--- src/rtl/ee457_mdu_pkg.sv ---
// Shared encodings for the EE457 multiply/divide unit: op codes, FSM states
// and a small op-classification helper.
package ee457_mdu_pkg;

  typedef enum logic [1:0] {
    OP_MULT  = 2'b00,
    OP_MULTU = 2'b01,
    OP_DIV   = 2'b10,
    OP_DIVU  = 2'b11
  } op_e;

  typedef enum logic [1:0] {
    ST_IDLE = 2'd0,
    ST_CALC = 2'd1,
    ST_FIN  = 2'd2
  } state_e;

  function automatic logic op_is_signed(op_e o);
    return (o == OP_MULT) || (o == OP_DIV);
  endfunction

endpackage

--- src/rtl/ee457_mdu_divstep.sv ---
// One restoring-division step: shift the next dividend bit into the partial
// remainder, subtract the divisor when it fits and emit one quotient bit.
module ee457_mdu_divstep #(
  parameter int DATA_W = 32
) (
  input  logic [DATA_W-1:0] rem,
  input  logic [DATA_W-1:0] quo,
  input  logic [DATA_W-1:0] dvs,
  output logic [DATA_W-1:0] rem_next,
  output logic [DATA_W-1:0] quo_next
);

  logic [DATA_W:0] shifted;
  logic            fits;

  assign shifted = {rem, quo[DATA_W-1]};
  assign fits    = (shifted >= {1'b0, dvs});

  // The true difference is below dvs, so DATA_W-bit wraparound is exact.
  assign rem_next = fits ? (shifted[DATA_W-1:0] - dvs) : shifted[DATA_W-1:0];
  assign quo_next = {quo[DATA_W-2:0], fits};

endmodule

--- src/rtl/ee457_mdu.sv ---
// EE457 multiply/divide unit with HI/LO registers; sequential shift-add multiply
// and restoring divide. The divider is built only when EE457_MDU_DIV_EN is defined.
//
// state   | meaning
// IDLE    | waiting for start; MTHI/MTLO writes honoured
// CALC    | one multiply/divide bit per cycle, DATA_W cycles
// FIN     | sign correction, HI/LO write, done pulse
module ee457_mdu
  import ee457_mdu_pkg::*;
#(
  parameter int DATA_W = 32
) (
  input  logic              clk,
  input  logic              rst,
  input  logic              start,
  input  logic [1:0]        op,
  input  logic [DATA_W-1:0] opa,
  input  logic [DATA_W-1:0] opb,
  input  logic              cancel,
  input  logic              hi_we,
  input  logic              lo_we,
  input  logic [DATA_W-1:0] wdata,
  output logic              busy,
  output logic              done,
  output logic [DATA_W-1:0] hi,
  output logic [DATA_W-1:0] lo,
  output logic              dbz,
  output logic              op_err
);

  localparam int CNT_W = $clog2(DATA_W);

  state_e              state;
  logic [CNT_W-1:0]    cnt;
  logic [DATA_W-1:0]   acc;
  logic [DATA_W-1:0]   mpl;
  logic [DATA_W-1:0]   mcand;
  logic                is_div;
  logic                neg_q;

  logic                sgn_in;
  logic [DATA_W-1:0]   mag_a;
  logic [DATA_W-1:0]   mag_b;
  logic [DATA_W:0]     add_sum;
  logic [2*DATA_W-1:0] prod_fix;

  assign sgn_in   = op_is_signed(op_e'(op));
  assign mag_a    = (sgn_in && opa[DATA_W-1]) ? -opa : opa;
  assign mag_b    = (sgn_in && opb[DATA_W-1]) ? -opb : opb;
  assign add_sum  = {1'b0, acc} + (mpl[0] ? {1'b0, mcand} : '0);
  assign prod_fix = neg_q ? -{acc, mpl} : {acc, mpl};

`ifdef EE457_MDU_DIV_EN
  logic              neg_r;
  logic              dbz_pend;
  logic [DATA_W-1:0] div_rem;
  logic [DATA_W-1:0] div_quo;

  ee457_mdu_divstep #(.DATA_W(DATA_W)) u_divstep (
    .rem      (acc),
    .quo      (mpl),
    .dvs      (mcand),
    .rem_next (div_rem),
    .quo_next (div_quo)
  );
`endif

  always_ff @(posedge clk or posedge rst) begin
    if (rst) begin
      state    <= ST_IDLE;
      busy     <= 1'b0;
      done     <= 1'b0;
      hi       <= '0;
      lo       <= '0;
      dbz      <= 1'b0;
      op_err   <= 1'b0;
      cnt      <= '0;
      acc      <= '0;
      mpl      <= '0;
      mcand    <= '0;
      is_div   <= 1'b0;
      neg_q    <= 1'b0;
`ifdef EE457_MDU_DIV_EN
      neg_r    <= 1'b0;
      dbz_pend <= 1'b0;
`endif
    end else begin
      done <= 1'b0;
      case (state)
        ST_IDLE: begin
          if (start && !cancel) begin
            busy   <= 1'b1;
            dbz    <= 1'b0;
            op_err <= 1'b0;
            is_div <= op[1];
            neg_q  <= sgn_in & (opa[DATA_W-1] ^ opb[DATA_W-1]);
            cnt    <= CNT_W'(DATA_W - 1);
`ifdef EE457_MDU_DIV_EN
            neg_r    <= sgn_in & opa[DATA_W-1];
            dbz_pend <= 1'b0;
`endif
            if (!op[1]) begin
              mcand <= mag_a;
              acc   <= '0;
              mpl   <= mag_b;
              state <= ST_CALC;
            end else begin
`ifdef EE457_MDU_DIV_EN
              if (opb == '0) begin
                // Divide-by-zero result is staged now so FIN just copies it out.
                dbz_pend <= 1'b1;
                acc      <= opa;
                mpl      <= '1;
                state    <= ST_FIN;
              end else begin
                mcand <= mag_b;
                acc   <= '0;
                mpl   <= mag_a;
                state <= ST_CALC;
              end
`else
              state <= ST_FIN;
`endif
            end
          end else begin
            if (hi_we) hi <= wdata;
            if (lo_we) lo <= wdata;
          end
        end

        ST_CALC: begin
          if (cancel) begin
            state <= ST_IDLE;
            busy  <= 1'b0;
          end else begin
`ifdef EE457_MDU_DIV_EN
            if (is_div) begin
              acc <= div_rem;
              mpl <= div_quo;
            end else begin
              acc <= add_sum[DATA_W:1];
              mpl <= {add_sum[0], mpl[DATA_W-1:1]};
            end
`else
            acc <= add_sum[DATA_W:1];
            mpl <= {add_sum[0], mpl[DATA_W-1:1]};
`endif
            if (cnt == '0) state <= ST_FIN;
            else           cnt   <= cnt - 1'b1;
          end
        end

        ST_FIN: begin
          state <= ST_IDLE;
          busy  <= 1'b0;
          if (!cancel) begin
            done <= 1'b1;
`ifdef EE457_MDU_DIV_EN
            if (dbz_pend) begin
              hi  <= acc;
              lo  <= mpl;
              dbz <= 1'b1;
            end else if (is_div) begin
              hi <= neg_r ? -acc : acc;
              lo <= neg_q ? -mpl : mpl;
            end else begin
              {hi, lo} <= prod_fix;
            end
`else
            if (is_div) op_err <= 1'b1;
            else        {hi, lo} <= prod_fix;
`endif
          end
        end

        default: begin
          state <= ST_IDLE;
          busy  <= 1'b0;
        end
      endcase
    end
  end

endmodule

--- config.mk ---
export PLATFORM = sky130hd
export DESIGN_NAME = ee457_mdu
export DESIGN_NICKNAME = d
export VERILOG_FILES = /design/src/rtl/ee457_mdu_pkg.sv /design/src/rtl/ee457_mdu_divstep.sv /design/src/rtl/ee457_mdu.sv
export SDC_FILE = /design/constraint.sdc
export NUM_CORES = 1
export LEC_CHECK = 0
export BUFFER_PORTS_ARGS = -buffer_cell sky130_fd_sc_hd__buf_2
export CORE_ASPECT_RATIO = 0.9
export CORE_UTILIZATION = 55
export DETAILED_ROUTE_END_ITERATION = 12
export GPL_TIMING_DRIVEN = 0
export PLACE_DENSITY_LB_ADDON = 0.15
export SYNTH_ARGS = -nofsm -noshare
export SYNTH_HDL_FRONTEND = slang
export SYNTH_SLANG_ARGS = --single-unit
--- constraint.sdc ---
create_clock -name clk -period 6.39 [get_ports clk]
set_clock_uncertainty 0.2 [all_clocks]
set_input_delay 0.639 -clock clk [delete_from_list [all_inputs] [get_ports clk]]
set_output_delay 0.639 -clock clk [all_outputs]
set_load 0.05 [all_outputs]
==> run metrics <==
RSZ-0062 raised after global routing=false; placer congestion estimate=0.953; sequential area share after synthesis=0.367; fill count=1848; EDFF count, synth=0; worst setup path class=reg -> reg; antenna violations before repair=0; Via density=around 6; worst skew pair latency=~450 ps; die span in y=140 um; DRT Pass-1 Iters=5; crit path max fanout=10; Synth Cell Area=0.0117 mm^2; fin nets=between 1500 and 2000; dominant cells by area after synthesis=dfrtp_1 (37%), nand2_1 (7.0%), o21ai_0 (6.2%); core area=approximately 0.021 mm^2; share of the synthesized area in the top cell type=0.367; largest net degree at the start of global routing=100; Net Sw Frac=0.448; area occupied by multi-input gates=roughly 0.007 mm^2; Reg area=0.00430 mm^2; Critical Path Start Type=register; Clock Power Share=0.227; Place WS=1910 ps; Gate Count Post-Synth=about 1400; via count=around 12000; worst slew pin tran=1050 ps; top cells by count, synth=nand2_1 (220), dfrtp_1 (172), o21ai_0 (144), nor2_1 (113), a21oi_1 (88); Post-Route M1 WL=16500 um; per-cell routed wire length=19.1 um; P_int=2.52 mW; minimum clock period=between 4000 and 5000 ps; HP Class=in -> async; PostCTS Resize Cnt=0; # diodes=0; Critical Path RT=roughly 6500 ps; status=finished clean; most common cell in the netlist=nand2_1; CTS clock-pin slew for the worst setup and hold paths=70 ps; Final Hold Viols=0; metal3 WL=3400 um; crit path setup slack, layout=1890 ps; final period utilization=0.704; gr usage total=0.337; Yosys cell types=slightly above 70; Pins Over Slew Limit=0; starting DRC count in detailed routing=~1200; row count=50; Final setup viols=0; port bufs=170; vias in the first global route=10600; Initial Utilization=0.562; Post-DRT Antenna Nets=0; Avg Inst Size Synth=8.33 um^2; CTS Buffer Depth=2; Die Wd=156 um; CTS Buf Count=17; # DRC=0; syn_nets=roughly 1500; Leak=5.96 nW; Layout area overhead=15.5%; met2 wire len=roughly 16000 um; Combinational Power Share=0.416; Reg power frac=0.357; CTS Sinks=172; Total Wirelength=36300 um; R2R Setup Slk=about 1900 ps; f_max=roughly 220 MHz; Max-slew headroom=0.293; CP arrival=4620 ps; CTS tree=yes; critical path capture point type=register; Psw=roughly 2.0 mW; htree depth=4; gr ovfl total=0; layout cells sized above 1=0.143; first-pass GRT wire length=57200 um; CTS root buffer=clkbuf_16; Power Density=337 mW/mm^2; setup bufs post-CTS=0; top layer in use=met4; max_cap viols=0; Power Total=between 4 and 5 mW; yosys warns=0; synthesized flop and latch total=between 150 and 200; top_reg_cell synth=dfrtp_1; Post-CTS Hold Buffers=0; VDD IR max=around 170 uV; Post-synth ARST share=1.00; die area=0.0219 mm^2; hpwl dp=28500 um; I/O Pins=172; Yosys top cell by area=dfrtp_1
-- registers in the layout (all words and copies together), names as in the netlist --
signal  count
acc        32
hi         32
lo         32
mcand      32
mpl        32
cnt         5
state       2
busy        1
done        1
is_div      1
neg_q       1
op_err      1
-- worst paths after layout --
path	startpoint	end	cells after the start
hold / removal	rst	hi[2]$_DFFE_PP0P_	2
max in group asynchronous	rst	acc[5]$_DFFE_PP0P_	3
hold reg to reg	mcand[8]$_DFFE_PP0P_	mcand[8]$_DFFE_PP0P_	2
min in group clk	op[1]	is_div$_DFFE_PP0P_	3
setup reg to reg	mpl[0]$_DFFE_PP0P_	acc[29]$_DFFE_PP0P_	14
setup / recovery	mpl[0]$_DFFE_PP0P_	acc[29]$_DFFE_PP0P_	14
-- power groups by stage --
stage                     Clock, mW  Sequential, mW  Combinational [mW]
after floorplan                   0            1.84                1.08
after global placement            0            1.63                1.83
after detailed placement          0            1.63                1.87
after CTS                      1.04            1.61                1.88
after global routing           1.07            1.65                2.06
final                          1.04            1.63                1.90
-- cell usage in the layout, fill, tap and decap left out, types with 34 or more instances in the layout --
master	instances
nor2_1	113
xnor2_1	71
o21ai_0	144
o31ai_1	36
dfrtp_1	172
nand2_1	220
buf_2	171
a21oi_1	88
clkbuf_1	72
xor2_1	67
ha_1	37
and2_1	34
-- worst max-delay path, cell delays in order (launching register included) --
cell and delay [ps]:
dfrtp_1 320, clkbuf_1 560, clkbuf_1 420, and2_1 230, ha_1 200, inv_1 70
fa_1 380, nand2b_1 200, a21oi_1 260, o21ai_0 220, o21ai_0 520, nand2_1 190
a21oi_1 320, a21oi_1 140, mux2i_1 130
-- logic make-up after synthesis --
logic type               count (synthesis)  share of synthesized area
flip-flops                             172                      0.367
buffers and inverters                  111                     0.0366
XOR/XNOR                               138                      0.103
other                                    1                   0.000320
AO/OA/AOI/OAI                          425                      0.235
adder cells (fa/ha/maj)                 38                     0.0412
multiplexers                             8                    0.00705
AND/OR/NAND/NOR                        514                      0.209
-- area by class of cell --
type	count	share of cell area
Clock inverter	11	0.00795
Clock buffer	21	0.0348
Timing Repair Buffer	171	0.0649
Sequential cell	172	0.318
Buffer	84	0.0242
Multi-Input combinational cell	1124	0.516
Inverter	27	0.00804
Tap cell	286	0.0264
-- per-layer routing --
layer	vias to the layer above	track usage
met3	56	0.0582
met4	0	0.0986
met2	584	0.497
li1	5425	-
met5	-	0
met1	5540	0.502
-- metrics by stage --
| stage | setup TNS [ps] | hold slack [ps] | util | cells | instance area, um^2 |
|---|---|---|---|---|---|
| 2_1_floorplan | 0 | 242 | - | 1407 | 11700 |
| 3_3_place_gp | -180120 | 256 | 0.620 | 1863 | 12900 |
| 3_5_place_dp | 0 | 262 | 0.622 | 1864 | 13000 |
| 4_1_cts | 0 | 59.5 | 0.650 | 1896 | 13500 |
| 5_1_grt | 0 | 85.2 | 0.650 | 1896 | 13500 |
| 6_report | 0 | 27.8 | 0.650 | 1896 | 13500 |
Note: power is estimated with default switching activity, not from simulation.
